## src/rtl/seg_scan_driver_pkg.sv

```systemverilog
// Shared constants and helpers for the seven-segment scan driver.
package seg_pkg;

    // Canonical active-low hex font, bit order {g,f,e,d,c,b,a}; index = nibble value.
    localparam logic [6:0] FONT [16] = '{
        7'b1000000, 7'b1111001, 7'b0100100, 7'b0110000,
        7'b0011001, 7'b0010010, 7'b0000010, 7'b1111000,
        7'b0000000, 7'b0010000, 7'b0001000, 7'b0000011,
        7'b1000110, 7'b0100001, 7'b0000100, 7'b0001110
    };

    // All segments dark in active-low form.
    localparam logic [6:0] SEG_OFF_AL = 7'h7F;

    // Convert an active-low pattern to the pin polarity in use.
    function automatic logic [6:0] seg_polarity(input logic [6:0] pattern, input logic active_low);
        return active_low ? pattern : ~pattern;
    endfunction

    // Width of a digit index; a single-digit bank still gets one bit.
    function automatic int idx_w(input int n);
        return (n > 1) ? $clog2(n) : 1;
    endfunction

endpackage

```

## src/rtl/seg_scan_driver_if.sv

```systemverilog
// Bus between the IO register (master) and the scan driver (slave).
interface seg_scan_if #(
    parameter int NUM_DIGITS = 8
);
    import seg_pkg::*;

    localparam int IDX_W = idx_w(NUM_DIGITS);

    logic [4*NUM_DIGITS-1:0] data;
    logic [NUM_DIGITS-1:0]   dp_in;
    logic [NUM_DIGITS-1:0]   blank_in;
    logic                    load;
    logic                    enable;
    logic [NUM_DIGITS-1:0]   an_out;
    logic [6:0]              seg_out;
    logic                    dp_out;
    logic [IDX_W-1:0]        digit_idx;

    modport master (
        output data, dp_in, blank_in, load, enable,
        input  an_out, seg_out, dp_out, digit_idx
    );

    modport slave (
        input  data, dp_in, blank_in, load, enable,
        output an_out, seg_out, dp_out, digit_idx
    );

endinterface

```

## src/rtl/seg_scan_driver_hex7_font.sv

```systemverilog
// Combinational hex nibble to active-low seven-segment pattern.
module hex7_font
    import seg_pkg::*;
(
    input  logic [3:0] nibble_i,
    output logic [6:0] pattern_o
);

    assign pattern_o = FONT[nibble_i];

endmodule

```

## src/rtl/seg_scan_driver.sv

```systemverilog
// Multiplexed seven-segment scan driver: shadow latch, refresh divider,
// digit scan with anti-ghost guard, font decode, blanking and
// leading-zero suppression. All pin outputs are registered.
module seg_scan_driver
    import seg_pkg::*;
#(
    parameter int NUM_DIGITS   = 8,
    parameter int CLK_DIV      = 50000,
    parameter int ACTIVE_LOW   = 1,
    parameter int LZ_SUPPRESS  = 1,
    parameter int GUARD_CYCLES = 2
) (
    input logic       clk,
    input logic       reset,
    seg_scan_if.slave bus
);

    localparam int   IDX_W = idx_w(NUM_DIGITS);
    localparam int   CNT_W = $clog2(CLK_DIV);
    localparam logic AL    = (ACTIVE_LOW != 0);
    localparam logic LZ_EN = (LZ_SUPPRESS != 0);

    // Inactive pin levels for the configured polarity.
    localparam logic [NUM_DIGITS-1:0] AN_OFF  = {NUM_DIGITS{AL}};
    localparam logic [6:0]            SEG_OFF = seg_polarity(SEG_OFF_AL, AL);
    localparam logic                  DP_OFF  = AL;

    // Scan position.
    logic [CNT_W-1:0] cnt_q, cnt_d;
    logic [IDX_W-1:0] idx_q, idx_d;

    // Shadow copy of the display request; the scan reads only this.
    logic [NUM_DIGITS-1:0][3:0] data_q;
    logic [NUM_DIGITS-1:0]      dp_q;
    logic [NUM_DIGITS-1:0]      blank_q;

    // Registered pin outputs.
    logic [NUM_DIGITS-1:0] an_q, an_d;
    logic [6:0]            seg_q, seg_d;
    logic                  dpo_q, dpo_d;
    logic [IDX_W-1:0]      didx_q;

    // Per-digit decode helpers.
    logic [NUM_DIGITS-1:0] lz_dark;
    logic                  lz_run;
    logic [3:0]            cur_nib;
    logic [6:0]            font_pat;
    logic                  cur_dark;
    logic [NUM_DIGITS-1:0] an_sel;

    // Advance the divider while enabled; digit index steps on divider wrap.
    always_comb begin
        cnt_d = cnt_q;
        idx_d = idx_q;
        if (bus.enable) begin
            if (cnt_q == CNT_W'(CLK_DIV - 1)) begin
                cnt_d = '0;
                idx_d = (idx_q == IDX_W'(NUM_DIGITS - 1)) ? '0 : idx_q + 1'b1;
            end else begin
                cnt_d = cnt_q + 1'b1;
            end
        end
    end

    // A digit is a leading zero when it and every more significant digit
    // hold zero with no decimal point; digit 0 always stays lit.
    always_comb begin
        lz_run  = 1'b1;
        lz_dark = '0;
        for (int i = NUM_DIGITS - 1; i >= 1; i--) begin
            lz_run     = lz_run & (data_q[i] == 4'h0) & ~dp_q[i];
            lz_dark[i] = lz_run & LZ_EN;
        end
    end

    assign cur_nib  = data_q[idx_q];
    assign cur_dark = blank_q[idx_q] | lz_dark[idx_q];
    assign an_sel   = NUM_DIGITS'(1) << idx_q;

    hex7_font u_font (
        .nibble_i  (cur_nib),
        .pattern_o (font_pat)
    );

    // Next pin levels: anode held off during the guard window, segments
    // already carry the new digit so they settle before the anode lights.
    always_comb begin
        an_d  = AN_OFF;
        seg_d = SEG_OFF;
        dpo_d = DP_OFF;
        if (bus.enable) begin
            if (int'(cnt_q) >= GUARD_CYCLES) an_d = AL ? ~an_sel : an_sel;
            if (!cur_dark) seg_d = seg_polarity(font_pat, AL);
            if (!blank_q[idx_q] && dp_q[idx_q]) dpo_d = ~DP_OFF;
        end
    end

    // Scan state and shadow capture.
    always_ff @(posedge clk or posedge reset) begin
        if (reset) begin
            cnt_q   <= '0;
            idx_q   <= '0;
            data_q  <= '0;
            dp_q    <= '0;
            blank_q <= '0;
        end else begin
            cnt_q <= cnt_d;
            idx_q <= idx_d;
            if (bus.load) begin
                data_q  <= bus.data;
                dp_q    <= bus.dp_in;
                blank_q <= bus.blank_in;
            end
        end
    end

    // Output registers; digit_idx lags the index so it matches the lit anode.
    always_ff @(posedge clk or posedge reset) begin
        if (reset) begin
            an_q   <= AN_OFF;
            seg_q  <= SEG_OFF;
            dpo_q  <= DP_OFF;
            didx_q <= '0;
        end else begin
            an_q   <= an_d;
            seg_q  <= seg_d;
            dpo_q  <= dpo_d;
            didx_q <= idx_q;
        end
    end

    assign bus.an_out    = an_q;
    assign bus.seg_out   = seg_q;
    assign bus.dp_out    = dpo_q;
    assign bus.digit_idx = didx_q;

endmodule

```

## src/flat_wrapper.sv

```systemverilog
// flat-port wrapper written by rule: the top's interface ports become plain ports
module seg_scan_driver_flat import seg_pkg::*;
#(
    parameter int NUM_DIGITS   = 8,
    parameter int CLK_DIV      = 50000,
    parameter int ACTIVE_LOW   = 1,
    parameter int LZ_SUPPRESS  = 1,
    parameter int GUARD_CYCLES = 2
)
  (clk, reset, bus_data, bus_dp_in, bus_blank_in, bus_load, bus_enable, bus_an_out, bus_seg_out, bus_dp_out, bus_digit_idx);
  seg_scan_if #(.NUM_DIGITS(NUM_DIGITS)) bus_i ();
  input logic clk;
  input logic reset;
  input wire logic [$bits(bus_i.data)-1:0] bus_data;
  input wire logic [$bits(bus_i.dp_in)-1:0] bus_dp_in;
  input wire logic [$bits(bus_i.blank_in)-1:0] bus_blank_in;
  input wire logic [$bits(bus_i.load)-1:0] bus_load;
  input wire logic [$bits(bus_i.enable)-1:0] bus_enable;
  output wire logic [$bits(bus_i.an_out)-1:0] bus_an_out;
  output wire logic [$bits(bus_i.seg_out)-1:0] bus_seg_out;
  output wire logic [$bits(bus_i.dp_out)-1:0] bus_dp_out;
  output wire logic [$bits(bus_i.digit_idx)-1:0] bus_digit_idx;
  assign bus_i.data = bus_data;
  assign bus_i.dp_in = bus_dp_in;
  assign bus_i.blank_in = bus_blank_in;
  assign bus_i.load = bus_load;
  assign bus_i.enable = bus_enable;
  assign bus_an_out = bus_i.an_out;
  assign bus_seg_out = bus_i.seg_out;
  assign bus_dp_out = bus_i.dp_out;
  assign bus_digit_idx = bus_i.digit_idx;
  seg_scan_driver #(.NUM_DIGITS(NUM_DIGITS), .CLK_DIV(CLK_DIV), .ACTIVE_LOW(ACTIVE_LOW), .LZ_SUPPRESS(LZ_SUPPRESS), .GUARD_CYCLES(GUARD_CYCLES)) u_core (.clk(clk), .reset(reset), .bus(bus_i));
endmodule
```

## config.mk

```make
export PLATFORM = sky130hd
export DESIGN_NAME = seg_scan_driver_flat
export DESIGN_NICKNAME = d
export VERILOG_FILES = /design/src/rtl/seg_scan_driver_pkg.sv /design/src/rtl/seg_scan_driver_if.sv /design/src/rtl/seg_scan_driver_hex7_font.sv /design/src/rtl/seg_scan_driver.sv /design/src/flat_wrapper.sv
export SDC_FILE = /design/constraint.sdc
export NUM_CORES = 1
export LEC_CHECK = 0
export ABC_AREA = 1
export BUFFER_PORTS_ARGS = -buffer_cell sky130_fd_sc_hd__buf_2
export CORE_UTILIZATION = 60
export CTS_BUF_LIST = sky130_fd_sc_hd__clkbuf_8
export CTS_CLUSTER_SIZE = 14
export DETAILED_ROUTE_END_ITERATION = 6
export PLACE_DENSITY = 0.82
export SYNTH_ARGS = -nofsm -noshare
export SYNTH_HDL_FRONTEND = slang
export SYNTH_SLANG_ARGS = --single-unit
```

## constraint.sdc

```tcl
create_clock -name clk -period 6.4 [get_ports clk]
set_clock_uncertainty 0.15 [all_clocks]
set_input_delay 1.28 -clock clk [delete_from_list [all_inputs] [get_ports clk]]
set_output_delay 1.28 -clock clk [all_outputs]
set_load 0.01 [all_outputs]
```

==> flow_summary.toml <==
[status]
status = "finished clean"

[setup_path]
startpoint_type = "flip-flop"
crit_fanout = 30
cp_cell_sequence = "inv_4, nor2_4, nor2_1, o21ai_0, nand3_1, o21ai_2, inv_1, ha_1, nand3_1, nor2_2, a21oi_1, nand2_1"
endpoint = "u_core.bus.seg_out[0]"
max_stage_delay_ps = 960
arrival_ps = 2950
reg2reg_to = "u_core.bus.seg_out[0]"
critPathBufInv = 2
endpoint_kind = "flip-flop"
cp_top_family = "flip-flops"
r2r_cells = 12
slowest_stage = "dfrtp_1"
r2r_slack_ps = 3620
r2r-start = "u_core.idx_q[0]"
worstSetupPathType = "flip-flop to flip-flop"
cp.required_ps = 6570
worstSetupStartpoint = "u_core.idx_q[0]"
cpMostUsedCell = "nand3_1"
cp.depth = 12

[clocking]
clk_pin_slew_ps = 90
htree_num_levels = 3
cts_resized = 0
clkSinkCount = 86
cts-root-buf = "clkbuf_8"
cts_hold_buf = 0
cts_tree = "built"
post-cts-setup-buffer-count = 0
clk_latency_ps = 370
clockBufferDepth = 2
cts_buffers = 9

[global_route]
gr-usage-all-layers = 0.277
grt_pass1_wl_um = 15900
grt_max_degree = 87
antenna_found_initial = 0
grt-ovfl-total = 0
grt_pass1_vias = 3330

[sta]
worst_pin_slew_ps = 1050
max_freq_mhz = 360
hold_violations = 0
fin_ws_ps = 3620
finalSetupTns_ps = 0
fin_crit_ps = 2780
relSlewSlack = 0.300
report.final.slew_viol_count = 0
rsz0062_at_grt = "no"
fin_crit_sh = 0.434
setup_violations = 0

[final_layout]
multi_input_area_mm2 = 0.00186
area_growth_pct = 12.9
drive_gt1_frac = 0.233
fin_util = 0.720
n_fill_cell = 529
ff_latch_area_mm2 = 0.00217
diodes = 0
nNetsFinal = 657

[logic_synthesis]
netlist_area_mm2 = 0.00443
yosysTopAreaCell = "dfrtp_1"
post-synth-top-count-cell = "nand2_1"
synth_edf_count = 0
synth_ff_type = "dfrtp_1"
ys_seq_elements = 86
synth.area.top_cells = "dfrtp_1 40%, dfstp_2 9.5%, nand2_1 9.5%"
synth-async-reset-ratio = 1.00
synth_top_cells_by_count = "112 x nand2_1, 70 x dfrtp_1, 60 x inv_1, 55 x o21ai_0, 47 x nor2_1"
syn_area_per_cell_um2 = 8.39
synth_warnings = 0
seq_area_frac_synth = 0.491
syn_nets = 594
synth_cell_types = 34
syn_inst = 528
synth_top_area_frac = 0.396

[power]
ir_drop_v = 0.000148
leakage_uw = 0.00251
power_density_mw_per_mm2 = 248

[place]
gp_congestion = 0.892
place_ws_ps = 3720
port-buffer-count = 70
dp_hpwl_um = 6840

[die]
core_mm2 = 0.00694
die_x_um = 87.9
initial_core_util = 0.638
fp.dieArea_mm2 = 0.00773
rows = 30
die_y_um = 87.9
ios = 71

[route]
via_per_inst = 5.28
ant_nets = 0
drt_iter0_drc = 263
num_vias = 3657
drc = 0
wire_per_inst_um = 13.9
firstDrtPassIters = 5
wl_um = 9640

[run]
cap_viol_max_count = 0

[min_path]
hold_path.class = "flip-flop to flip-flop"
[sequential cells by signal, indices dropped and copies added, names as in the netlist]
signal	cells
u_core.data_q	32
u_core.dp_q	8
u_core.bus.digit_idx	3
u_core.bus.dp_out	1
u_core.idx_q	3
u_core.bus.an_out	8
u_core.blank_q	8
u_core.cnt_q	16
u_core.bus.seg_out	7
[area by class of cell]
cell class	instances	share of cell area
clock inverter	7	0.0195
clock buffer	9	0.0248
sequential	86	0.434
multi-input combinational	355	0.373
tap	96	0.0240
inverter	67	0.0516
timing repair buffer	72	0.0731
[report_power, final]
| part | switching, uW | internal (uW) | total, uW | leakage, uW |
|---|---|---|---|---|
| Clock | 204 | 221 | 424 | 0.000106 |
| Sequential | 40.7 | 595 | 635 | 0.000998 |
| Combinational | 106 | 71.7 | 178 | 0.00140 |
| Total | 350 | 887 | 1240 | 0.00251 |
[per-stage QoR]
step	hold WS [ps]	cell area [um2]	total power [uW]	instances
after floorplan	225	4430	761	528
after global placement	342	4780	817	676
after detailed placement	344	4780	822	676
after CTS	364	5000	1240	692
after global routing	380	5000	1290	692
final	362	5000	1240	692
[kinds of logic (layout without fill, tap and decap cells)]
logic type	Yosys count	after routing	synth area share
adder cells (fa/ha/maj)	14	14	0.0396
XOR/XNOR	7	7	0.0138
multiplexers	11	11	0.0280
buffers and inverters	87	155	0.0887
AO/OA/AOI/OAI	88	88	0.102
flip-flops	86	86	0.491
AND/OR/NAND/NOR	235	235	0.238
[how the worst min path moves through the flow]
stage	end	cells after the start	startpoint
after global placement	u_core.blank_q[1]	1	u_core.blank_q[1]
after detailed placement	u_core.blank_q[1]	1	u_core.blank_q[1]
after global routing	u_core.blank_q[1]	1	u_core.blank_q[1]
final	u_core.blank_q[1]	1	u_core.blank_q[1]
after floorplan	u_core.bus.digit_idx[2]	0	u_core.idx_q[2]
after CTS	u_core.blank_q[1]	1	u_core.blank_q[1]
[placed cells by master (no fill, tap or decap), types with 9 or more instances in the layout]
master      n
inv_1      59
clkbuf_8    9
a21oi_1    24
ha_1       14
o21ai_0    55
dfrtp_1    70
nand2_1   112
mux2_2     11
dfstp_2    16
nand3_1    45
nor2_1     47
buf_2      70
[worst register-to-register path, stage by stage, from the launching register on]
cell     delay, ps
dfrtp_1        960
inv_4          310
nor2_4         180
nor2_1          40
o21ai_0        110
nand3_1        130
o21ai_2        140
inv_1          110
ha_1           260
nand3_1        120
nor2_2          40
a21oi_1        110
nand2_1         60
[metal layers]
metal | GRT usage | wire [um] | vias up
met5 | 0 | 0 | -
met4 | 0.125 | 251 | 0
met3 | 0.0500 | 586 | 21
met2 | 0.437 | 4480 | 144
met1 | 0.374 | 4320 | 1673
li1 | - | - | 1819
(Power assumes the default switching activity.)
